File: config.mk
export PLATFORM = sky130hd
export DESIGN_NAME = imem_loader_flat
export DESIGN_NICKNAME = d
export VERILOG_FILES = /design/src/rtl/imem_loader_pkg.sv /design/src/rtl/imem_loader_if.sv /design/src/rtl/imem_loader.sv /design/src/flat_wrapper.sv
export SDC_FILE = /design/constraint.sdc
export NUM_CORES = 1
export LEC_CHECK = 0
export ABC_AREA = 0
export CORE_ASPECT_RATIO = 0.5
export CORE_MARGIN = 5
export CORE_UTILIZATION = 33
export CTS_CLUSTER_DIAMETER = 30
export DETAILED_ROUTE_END_ITERATION = 12
export SKIP_LAST_GASP = 1
export SLEW_MARGIN = 0
export SYNTH_ARGS = -nofsm -noshare
export SYNTH_HDL_FRONTEND = slang
export SYNTH_SLANG_ARGS = --single-unit
File: constraint.sdc
create_clock -name clk -period 3.55 [get_ports clk]
set_input_delay 0.71 -clock clk [delete_from_list [all_inputs] [get_ports clk]]
set_output_delay 0.71 -clock clk [all_outputs]
set_load 0.05 [all_outputs]
File: src/rtl/imem_loader_pkg.sv
// Shared types and constants for the instruction-memory loader.
package imem_loader_pkg;

   localparam int BYTE_W         = 8;
   localparam int BYTES_PER_WORD = 4;
   localparam int WORD_W         = BYTE_W * BYTES_PER_WORD;

   typedef enum logic [2:0] {
      IDLE,
      LEN,
      DATA,
      FLUSH,
      DONE,
      ERR
   } state_t;

endpackage

File: src/rtl/imem_loader_if.sv
// Byte-stream input and instruction-memory write port of the loader.
interface imem_loader_if #(
   parameter int AW = 17,
   parameter int DW = 32
) ();

   logic          rx_valid;
   logic [7:0]    rx_data;
   logic          rx_ready;
   logic          imem_we;
   logic [AW-1:0] imem_waddr;
   logic [DW-1:0] imem_wdata;

   // Loader side
   modport master (
      input  rx_valid, rx_data,
      output rx_ready, imem_we, imem_waddr, imem_wdata
   );

   // Stream source / memory side
   modport slave (
      output rx_valid, rx_data,
      input  rx_ready, imem_we, imem_waddr, imem_wdata
   );

endinterface

File: src/rtl/imem_loader.sv
// Loads a length-prefixed little-endian word image into instruction memory
// and keeps the core in reset until the image is complete.
module imem_loader
   import imem_loader_pkg::*;
#(
   parameter int IMEM_DEPTH = 131072,
   parameter int PROG_VALUE = 32
) (
   input  logic            clk,
   input  logic            rst_n,
   input  logic            start,
   imem_loader_if.master   bus,
   output logic            busy,
   output logic            done,
   output logic            err,
   output logic            core_hold
);

   localparam int AW = $clog2(IMEM_DEPTH);

   state_t                state_q, state_d;
   logic [1:0]            byte_cnt_q;
   logic [31:0]           word_cnt_q;
   logic [31:0]           n_q;
   // The low byte of the 32-bit assembler is shifted out before it is ever
   // read, so only the upper three bytes are held; sr_d is the full word.
   logic [WORD_W-9:0]     pend_q;
   logic [WORD_W-1:0]     sr_d;
   logic                  we_q;
   logic [AW-1:0]         waddr_q;
   logic [PROG_VALUE-1:0] wdata_q;

   logic ready_c;
   logic start_ok;
   logic xfer;
   logic word_end;
   logic last_word;
   logic len_bad;

   assign sr_d      = {bus.rx_data, pend_q};
   assign word_end  = bus.rx_valid && (byte_cnt_q == 2'd3);
   assign last_word = (word_cnt_q == (n_q - 32'd1));
   assign len_bad   = (sr_d == '0) || (sr_d > 32'(IMEM_DEPTH));
   assign xfer      = bus.rx_valid && ready_c;

   assign bus.rx_ready   = ready_c;
   assign bus.imem_we    = we_q;
   assign bus.imem_waddr = waddr_q;
   assign bus.imem_wdata = wdata_q;

   always_ff @(posedge clk or negedge rst_n) begin
      if (!rst_n) begin
         state_q <= IDLE;
      end else begin
         state_q <= state_d;
      end
   end

   always_comb begin
      state_d   = state_q;
      ready_c   = 1'b0;
      busy      = 1'b0;
      done      = 1'b0;
      err       = 1'b0;
      core_hold = 1'b1;
      start_ok  = 1'b0;
      unique case (state_q)
         IDLE: begin
            if (start) begin
               start_ok = 1'b1;
               state_d  = LEN;
            end
         end
         LEN: begin
            ready_c = 1'b1;
            busy    = 1'b1;
            if (word_end) begin
               state_d = len_bad ? ERR : DATA;
            end
         end
         DATA: begin
            ready_c = 1'b1;
            busy    = 1'b1;
            if (word_end && last_word) begin
               state_d = FLUSH;
            end
         end
         FLUSH: begin
            busy    = 1'b1;
            state_d = DONE;
         end
         DONE: begin
            done      = 1'b1;
            core_hold = 1'b0;
            if (start) begin
               start_ok = 1'b1;
               state_d  = LEN;
            end
         end
         ERR: begin
            err = 1'b1;
            if (start) begin
               start_ok = 1'b1;
               state_d  = LEN;
            end
         end
         default: state_d = IDLE;
      endcase
   end

   always_ff @(posedge clk or negedge rst_n) begin
      if (!rst_n) begin
         byte_cnt_q <= '0;
         word_cnt_q <= '0;
         n_q        <= '0;
         pend_q     <= '0;
         we_q       <= 1'b0;
         waddr_q    <= '0;
         wdata_q    <= '0;
      end else begin
         we_q <= 1'b0;
         if (start_ok) begin
            byte_cnt_q <= '0;
            word_cnt_q <= '0;
            waddr_q    <= '0;
         end else if (xfer) begin
            pend_q     <= sr_d[WORD_W-1:8];
            byte_cnt_q <= byte_cnt_q + 2'd1;
            if (byte_cnt_q == 2'd3) begin
               if (state_q == LEN) begin
                  n_q <= sr_d;
               end else begin
                  // Address comes from the word count so it never wraps
                  // even when the image fills the whole memory.
                  we_q       <= 1'b1;
                  wdata_q    <= sr_d;
                  waddr_q    <= word_cnt_q[AW-1:0];
                  word_cnt_q <= word_cnt_q + 32'd1;
               end
            end
         end
      end
   end

endmodule

File: src/flat_wrapper.sv
// flat-port wrapper written by rule: the top's interface ports become plain ports
module imem_loader_flat import imem_loader_pkg::*;
#(
   parameter int IMEM_DEPTH = 131072,
   parameter int PROG_VALUE = 32
)
  (clk, rst_n, start, busy, done, err, core_hold, bus_rx_valid, bus_rx_data, bus_rx_ready, bus_imem_we, bus_imem_waddr, bus_imem_wdata);
  imem_loader_if #(.AW((17)), .DW(32)) bus_i ();
  input  logic clk;
  input  logic rst_n;
  input  logic start;
  output logic busy;
  output logic done;
  output logic err;
  output logic core_hold;
  input wire logic [$bits(bus_i.rx_valid)-1:0] bus_rx_valid;
  input wire logic [$bits(bus_i.rx_data)-1:0] bus_rx_data;
  output wire logic [$bits(bus_i.rx_ready)-1:0] bus_rx_ready;
  output wire logic [$bits(bus_i.imem_we)-1:0] bus_imem_we;
  output wire logic [$bits(bus_i.imem_waddr)-1:0] bus_imem_waddr;
  output wire logic [$bits(bus_i.imem_wdata)-1:0] bus_imem_wdata;
  assign bus_i.rx_valid = bus_rx_valid;
  assign bus_i.rx_data = bus_rx_data;
  assign bus_rx_ready = bus_i.rx_ready;
  assign bus_imem_we = bus_i.imem_we;
  assign bus_imem_waddr = bus_i.imem_waddr;
  assign bus_imem_wdata = bus_i.imem_wdata;
  imem_loader #(.IMEM_DEPTH(IMEM_DEPTH), .PROG_VALUE(PROG_VALUE)) u_core (.clk(clk), .rst_n(rst_n), .start(start), .bus(bus_i), .busy(busy), .done(done), .err(err), .core_hold(core_hold));
endmodule
* After elaboration in Yosys (flattened, before gate mapping) *
Cells that the tools add are included.

storage, ports and cells
  bits in registers = 143
  bits of input ports = 12
  output and inout port bits = 55

operators by class
  add/subtract/negate cells = 3
  order comparisons = 1
  equal/unequal tests = 11
  muxes and demuxes = 26
  bitwise gates (word level) = 2
  reduce and logical (&&, ||, !) cells = 16

operators by type and width
  operator                                                                 number
  32-bit 2-to-1 mux                                                        4
  17-bit 2-to-1 mux                                                        4
  32-bit by 1-bit adder with 32-bit output (second input constant)         1
  32-bit equality test                                                     1
  32-bit by 18-bit > comparator with 1-bit output (second input constant)  1
  32-bit zero test                                                         1
  32-bit by 1-bit subtractor with 32-bit output (second input constant)    1
  3-bit 2-to-1 mux                                                         4
  3-bit case mux with 4 select lines                                       1
  1-bit 2-to-1 mux                                                         11
  2-bit by 1-bit != test with 1-bit output (second input constant)         4
  4-bit AND reduction                                                      2
  3-bit by 2-bit equality test with 1-bit output (second input constant)   2
  3-bit equality test (second input constant)                              2
  3-bit AND reduction                                                      2
  3-bit OR reduction                                                       2
  2-bit 2-to-1 mux                                                         2
  2-bit nonzero test                                                       2
  3-bit by 1-bit equality test with 1-bit output (second input constant)   1
  1-bit logical AND                                                        3
  3-bit zero test                                                          1
  2-bit by 1-bit adder with 2-bit output (second input constant)           1
  2-bit equality test (second input constant)                              1
  1-bit NOT                                                                2
  3 further kinds                                                          3

* Logic depth before layout (Yosys ltp) *
  depth in word-level cells = 6
  gate-level depth with buffers = 10
  depth with buffers taken out = 9

* Worst setup path before layout *
Ideal clock, no wire load.

  path kind = register -> register
  from = register u_core.state_q[1]
  to = register u_core.pend_q[0]
  setup time = 125 ps
  arrival time = 2455 ps
  data required time = 3425 ps
  path slack = 970 ps
  stages on the path, launching flop included = 6
  buffers on the path = 1
  clock period less this slack = 2580 ps
  cell sequence = dfrtp_1 nand2b_1 a21oi_1 nand2_1 clkbuf_1 mux2_2

between the ends
  longest elaborated chain between the ends = 5
  elaborated cells between the ends (all ways) = 12

ends and longest elaborated chain
  item                                                                                                              line                source
  from (decl)                                                                                                       imem_loader.sv:21   state_t state_q, state_d;
  from (signal assigned)                                                                                            imem_loader.sv:55   state_q <= state_d;
  3-bit by 2-bit equality test with 1-bit output or 3-bit by 1-bit equality test with 1-bit output (tied branches)  imem_loader.sv:67   unique case (state_q)
  2-bit OR reduction (no line) *                                                                                    n/a
  1-bit 2-to-1 mux *                                                                                                imem_loader.sv:67
  named net bus_rx_ready                                                                                            flat_wrapper.sv:18  output wire logic [$bits(bus_i.rx_ready)-1:0] bus_rx_ready;
  1-bit logical AND *                                                                                               imem_loader.sv:44   assign xfer = bus.rx_valid && ready_c;
  2-bit AND reduction (no line) *                                                                                   n/a
  to (signal assigned)                                                                                              imem_loader.sv:127  pend_q <= sr_d[WORD_W-1:8];
  to (decl)                                                                                                         imem_loader.sv:27   logic [WORD_W-9:0] pend_q;

The timed path passes the listed nets; every way through them passes the cells marked *.
A chain may end at the register's enable or synchronous reset.

* Worst setup path in the final report *
  from = register u_core.n_q[0]
  to = register u_core.state_q[0]

between the ends
  longest elaborated chain between the ends = 5

ends and longest elaborated chain
  item                                                line                source
  from (decl)                                         imem_loader.sv:24   logic [31:0] n_q;
  from (signal assigned)                              imem_loader.sv:131  n_q <= sr_d;
  32-bit by 1-bit subtractor with 32-bit output       imem_loader.sv:42   assign last_word = (word_cnt_q == (n_q - 32'd1));
  32-bit equality test                                imem_loader.sv:42
  1-bit logical AND                                   imem_loader.sv:84   if (word_end && last_word) begin
  2-bit by 1-bit != test with 1-bit output (no line)  n/a
  3-bit AND reduction (no line)                       n/a

Every way passes these cells.

==> results <==
- The run finished with clean final reports.
- For the worst setup path, the data required time is 3.87 ns.
- The first global-routing pass estimated 30900 um of wire.
- The netlist area before placement is 7150 um2.
- The die area is 24900 um2.
- In the final timing run, aggregate negative setup slack is 0 ns.
- For this run, the leading register cell type out of synthesis is sky130_fd_sc_hd__dfrtp_1.
- Prior to clock tree synthesis, the placed netlist has a worst setup slack of roughly 0.54 ns.
- The synthesized netlist contains 63 unique library cells.
- In the post-route analysis, the smallest setup slack over all paths is 0.587 ns.
- The path class of the tightest hold or removal check is input pin to async pin.
- The adder and majority gate portion of the synthesized area is 0.525%.
- TritonCTS built the clock tree.
- Relative to the synthesized area, the layout overhead comes to 21.7%.
- Counting flops with an async set or reset pin after synthesis yields a share of 100%.
- The multiplexer share of the synthesized area is 9.22%.
- The finished layout cell area is 8700 um2.
- The number of fillers in the final layout is 2111.
- The total CTS buffers is 17.
- The number of vias after detailed routing is 5504.
- The clock input transition at the sequential cells of the worst setup and hold paths is 0.07 ns.
- The via count of the first global-routing pass is 5403.
- The post-route minimum period is between 2 and 3 ns.
- The number of enable flip-flop cells after synthesis is 0.
- The post-synthesis compound-gate area fraction is 8.13%.
- The total chip power is around 5.6 mW.
- Once the floorplan was initialized, standard cells occupied 33.3% of the core.
- The final HPWL from detailed placement is 13300 um.
- Once the clock tree was built, the resizer swapped 0 gates to a different size.
- The dominant cell type by area after synthesis is sky130_fd_sc_hd__dfrtp_1.
- The tree is rooted in a sky130_fd_sc_hd__clkbuf_16.
- The width of the die is 218 um.
- The overall routing resource usage is 15.5%.
- The post-CTS setup buffer count is 0.
- The average detailed-routed wire length per instance is roughly 17 um.
- The detailed-route vias per instance is 5.06.
- The post-route clock period utilization is 83.5%.
- The routed length on met2 is 7880 um.
- The top-level I/O count is 67.
- By area the synthesized netlist is led by sky130_fd_sc_hd__dfrtp_1 50%, sky130_fd_sc_hd__mux2_2 8.7%, sky130_fd_sc_hd__nand2_1 7.0%.
- In this run the power density over the cells is approximately 650 nW/um2.
- The routed length on met3 is 705 um.
- The final layout contains routed wiring with a total length of 18800 um.
- CTS built an H-tree with a depth of 4.
- The count of final max-slew check failures is 0.
- VDD sags by at most between 0.3 and 0.4 mV.
- The core box area is 21500 um2.
- The repair_antennas step left the layout with diodes totalling 0.
- Synthesis produced 720 cells.
- The total of warnings raised by yosys is 0.
- The clock tree skew after final layout is 0.0136 ns.
- STA classifies the critical path endpoint as a flop.
- STA classifies the critical path startpoint as a flop.
- In this run the deepest clock path goes through 2 buffers.
- In this run the tightest slew margin relative to its limit is 22.6%.
- Entering global routing, the biggest net connects 76 pins.
- Data on the critical path arrives at its endpoint at 3.28 ns.
- The placed cell area is roughly 8100 um2.
- Summing the areas of all xor and xnor instances in the mapped netlist gives about 6.6% of the synthesized area.
- The analysis attributes to cell leakage a power of 3.81 nW.
- The highest layer touched by signal routing is met4.
- The final estimated routing congestion in global placement is approximately 0.89.
- The maximum net fanout on the critical path is 6.
- The initial antenna violation count is 0.
- The number of clock sinks is between 100 and 150.
- The final count of hold timing violations is 0.
- The floorplan row count is 38.
- The number of maximum-capacitance violations is 0.
- At the pin with the least slew margin, the transition time is 1.16 ns.
- The synthesized design contains 143 register bits.
- The sequential cell area fraction in the yosys report is around half.
- Of the total synthesized cell area, the portion taken by AND, OR, NAND and NOR gates is 22.4%.
- The worst setup path is of the flop to flop kind.
- The layout cell share with drive strength beyond 1 is 14.2%.
- The final core utilization is 40.5%.
- For this design, the CTS-stage hold fixing added 0 buffers.
- The floorplan step set the die height to 114 um.
- The first detailed-routing pass ran for 5 iterations.
- The detailed router finished its first iteration with 419 violations.
- The detailed-route DRC error count is 0.
- The count of placed standard cells in the final layout, fillers left out is 1088.
- Setup repair after global routing left no endpoint under its margin.
- The peak clock frequency supported by timing is roughly 340 MHz.
- The instance count after placement with tap cells included is 1056.
- The number of routed nets with antenna violations is 0.
- The final-layout worst hold slack is between 0.2 and 0.3 ns.
- The mean area per synthesized cell is 9.93 um2.
- Global routing finished with a remaining overflow of 0.
- By area, the combinational part of the netlist is dominated by simple AND/OR/NAND/NOR gates.
- The met1 wire length is 10000 um.
- Summed over its instances, the top area cell type makes up 50.0% of the synthesized netlist area.
- The clock latency on the worst-skew pair is approximately 0.42 ns.
- The number of nets in the synthesized netlist is 735.
- The count of buffers added on input and output ports is 66.
- In the final design database the tool counted 790 nets.
- Setup violations remaining at the end of the flow were counted as 0.
-- registers in the layout, summed over array words and instances, names as in the netlist --
| signal | count |
|---|---|
| u_core.state_q | 3 |
| u_core.pend_q | 24 |
| u_core.bus.imem_waddr | 17 |
| u_core.bus.imem_we | 1 |
| u_core.byte_cnt_q | 2 |
| u_core.n_q | 32 |
| u_core.bus.imem_wdata | 32 |
| u_core.word_cnt_q | 32 |
-- synth_stat cells (11+ instances only) --
master / instances
sky130_fd_sc_hd__dfrtp_1: 143
sky130_fd_sc_hd__nand3_1: 23
sky130_fd_sc_hd__nand2_1: 134
sky130_fd_sc_hd__inv_1: 12
sky130_fd_sc_hd__xor2_1: 31
sky130_fd_sc_hd__xnor2_1: 23
sky130_fd_sc_hd__nor2_1: 54
sky130_fd_sc_hd__mux2_2: 55
sky130_fd_sc_hd__clkbuf_1: 29
sky130_fd_sc_hd__a22o_1: 16
sky130_fd_sc_hd__o21ai_0: 32
sky130_fd_sc_hd__nand4_1: 14
sky130_fd_sc_hd__a21oi_1: 13
sky130_fd_sc_hd__nor3_1: 11
sky130_fd_sc_hd__nor4_1: 23
-- final timing paths --
check	startpoint	end	slack, ns	cells after the start
max in group asynchronous	rst_n	u_core.n_q[13]	2.42	2
worst min-delay path	rst_n	u_core.bus.imem_wdata[10]	0.29	1
worst max register to register	u_core.n_q[0]	u_core.state_q[0]	0.59	9
worst max-delay path	u_core.n_q[0]	u_core.state_q[0]	0.59	9
worst min register to register	u_core.bus.imem_wdata[0]	u_core.bus.imem_wdata[0]	0.48	2
min in group clk	u_core.bus.imem_wdata[0]	u_core.bus.imem_wdata[0]	0.48	2
-- cell type report --
class	count	area, um2	share of cell area (%)
multi-input cells	525	3360	38.7
clock buffers	19	453	5.20
inverters	13	48.8	0.561
flip-flops and latches	143	3580	41.1
well taps	300	375	4.31
clock inverters	13	140	1.61
repair buffers	75	742	8.53
-- layout by cell type (no fill, tap or decap), types with 9 or more instances in the layout --
master / Yosys / final
sky130_fd_sc_hd__clkdlybuf4s50_1: 0 / 65
sky130_fd_sc_hd__o21ai_0: 32 / 32
sky130_fd_sc_hd__a22o_1: 16 / 16
sky130_fd_sc_hd__nor2_1: 54 / 53
sky130_fd_sc_hd__inv_1: 12 / 12
sky130_fd_sc_hd__nand4_1: 14 / 14
sky130_fd_sc_hd__nor4_1: 23 / 22
sky130_fd_sc_hd__xor2_1: 31 / 31
sky130_fd_sc_hd__clkbuf_16: 0 / 17
sky130_fd_sc_hd__nor3_1: 11 / 11
sky130_fd_sc_hd__nand2_1: 134 / 134
sky130_fd_sc_hd__a21oi_1: 13 / 13
sky130_fd_sc_hd__and3_1: 9 / 9
sky130_fd_sc_hd__dfrtp_1: 143 / 143
sky130_fd_sc_hd__nand3_1: 23 / 23
sky130_fd_sc_hd__xnor2_1: 23 / 23
sky130_fd_sc_hd__mux2_2: 55 / 55
-- cell families after synthesis --
group / Yosys count
xor gates and xnor gates: 54
DFF: 143
buffers and inverters: 52
AOI/OAI and AO/OA: 89
adders and majority gates: 3
muxes: 59
and+or+nand+nor: 320
-- worst max-delay path: stages, from the launching register on --
cell and delay [ns]:
sky130_fd_sc_hd__dfrtp_1 0.41, sky130_fd_sc_hd__inv_1 0.09, sky130_fd_sc_hd__ha_1 0.24, sky130_fd_sc_hd__or4b_2 0.72
sky130_fd_sc_hd__nor4_1 0.39, sky130_fd_sc_hd__xnor2_1 0.16, sky130_fd_sc_hd__o21ai_0 0.13, sky130_fd_sc_hd__nor4_1 0.35
sky130_fd_sc_hd__nand4_1 0.14, sky130_fd_sc_hd__o31ai_1 0.23
-- routing by layer --
| layer | track usage [%] | vias to the layer above |
|---|---|---|
| met5 | 0 | - |
| met4 | 4.01 | 0 |
| met3 | 2.67 | 15 |
| met2 | 22.4 | 120 |
| met1 | 24.2 | 2716 |
| li1 | - | 2653 |
-- where the power goes --
group	leakage, nW	switching, mW	internal, mW
sequential	1.88	0.561	1.95
combinational	1.65	0.672	0.659
clock	0.287	0.768	1.03
Note: power is estimated with default switching activity, not from simulation.
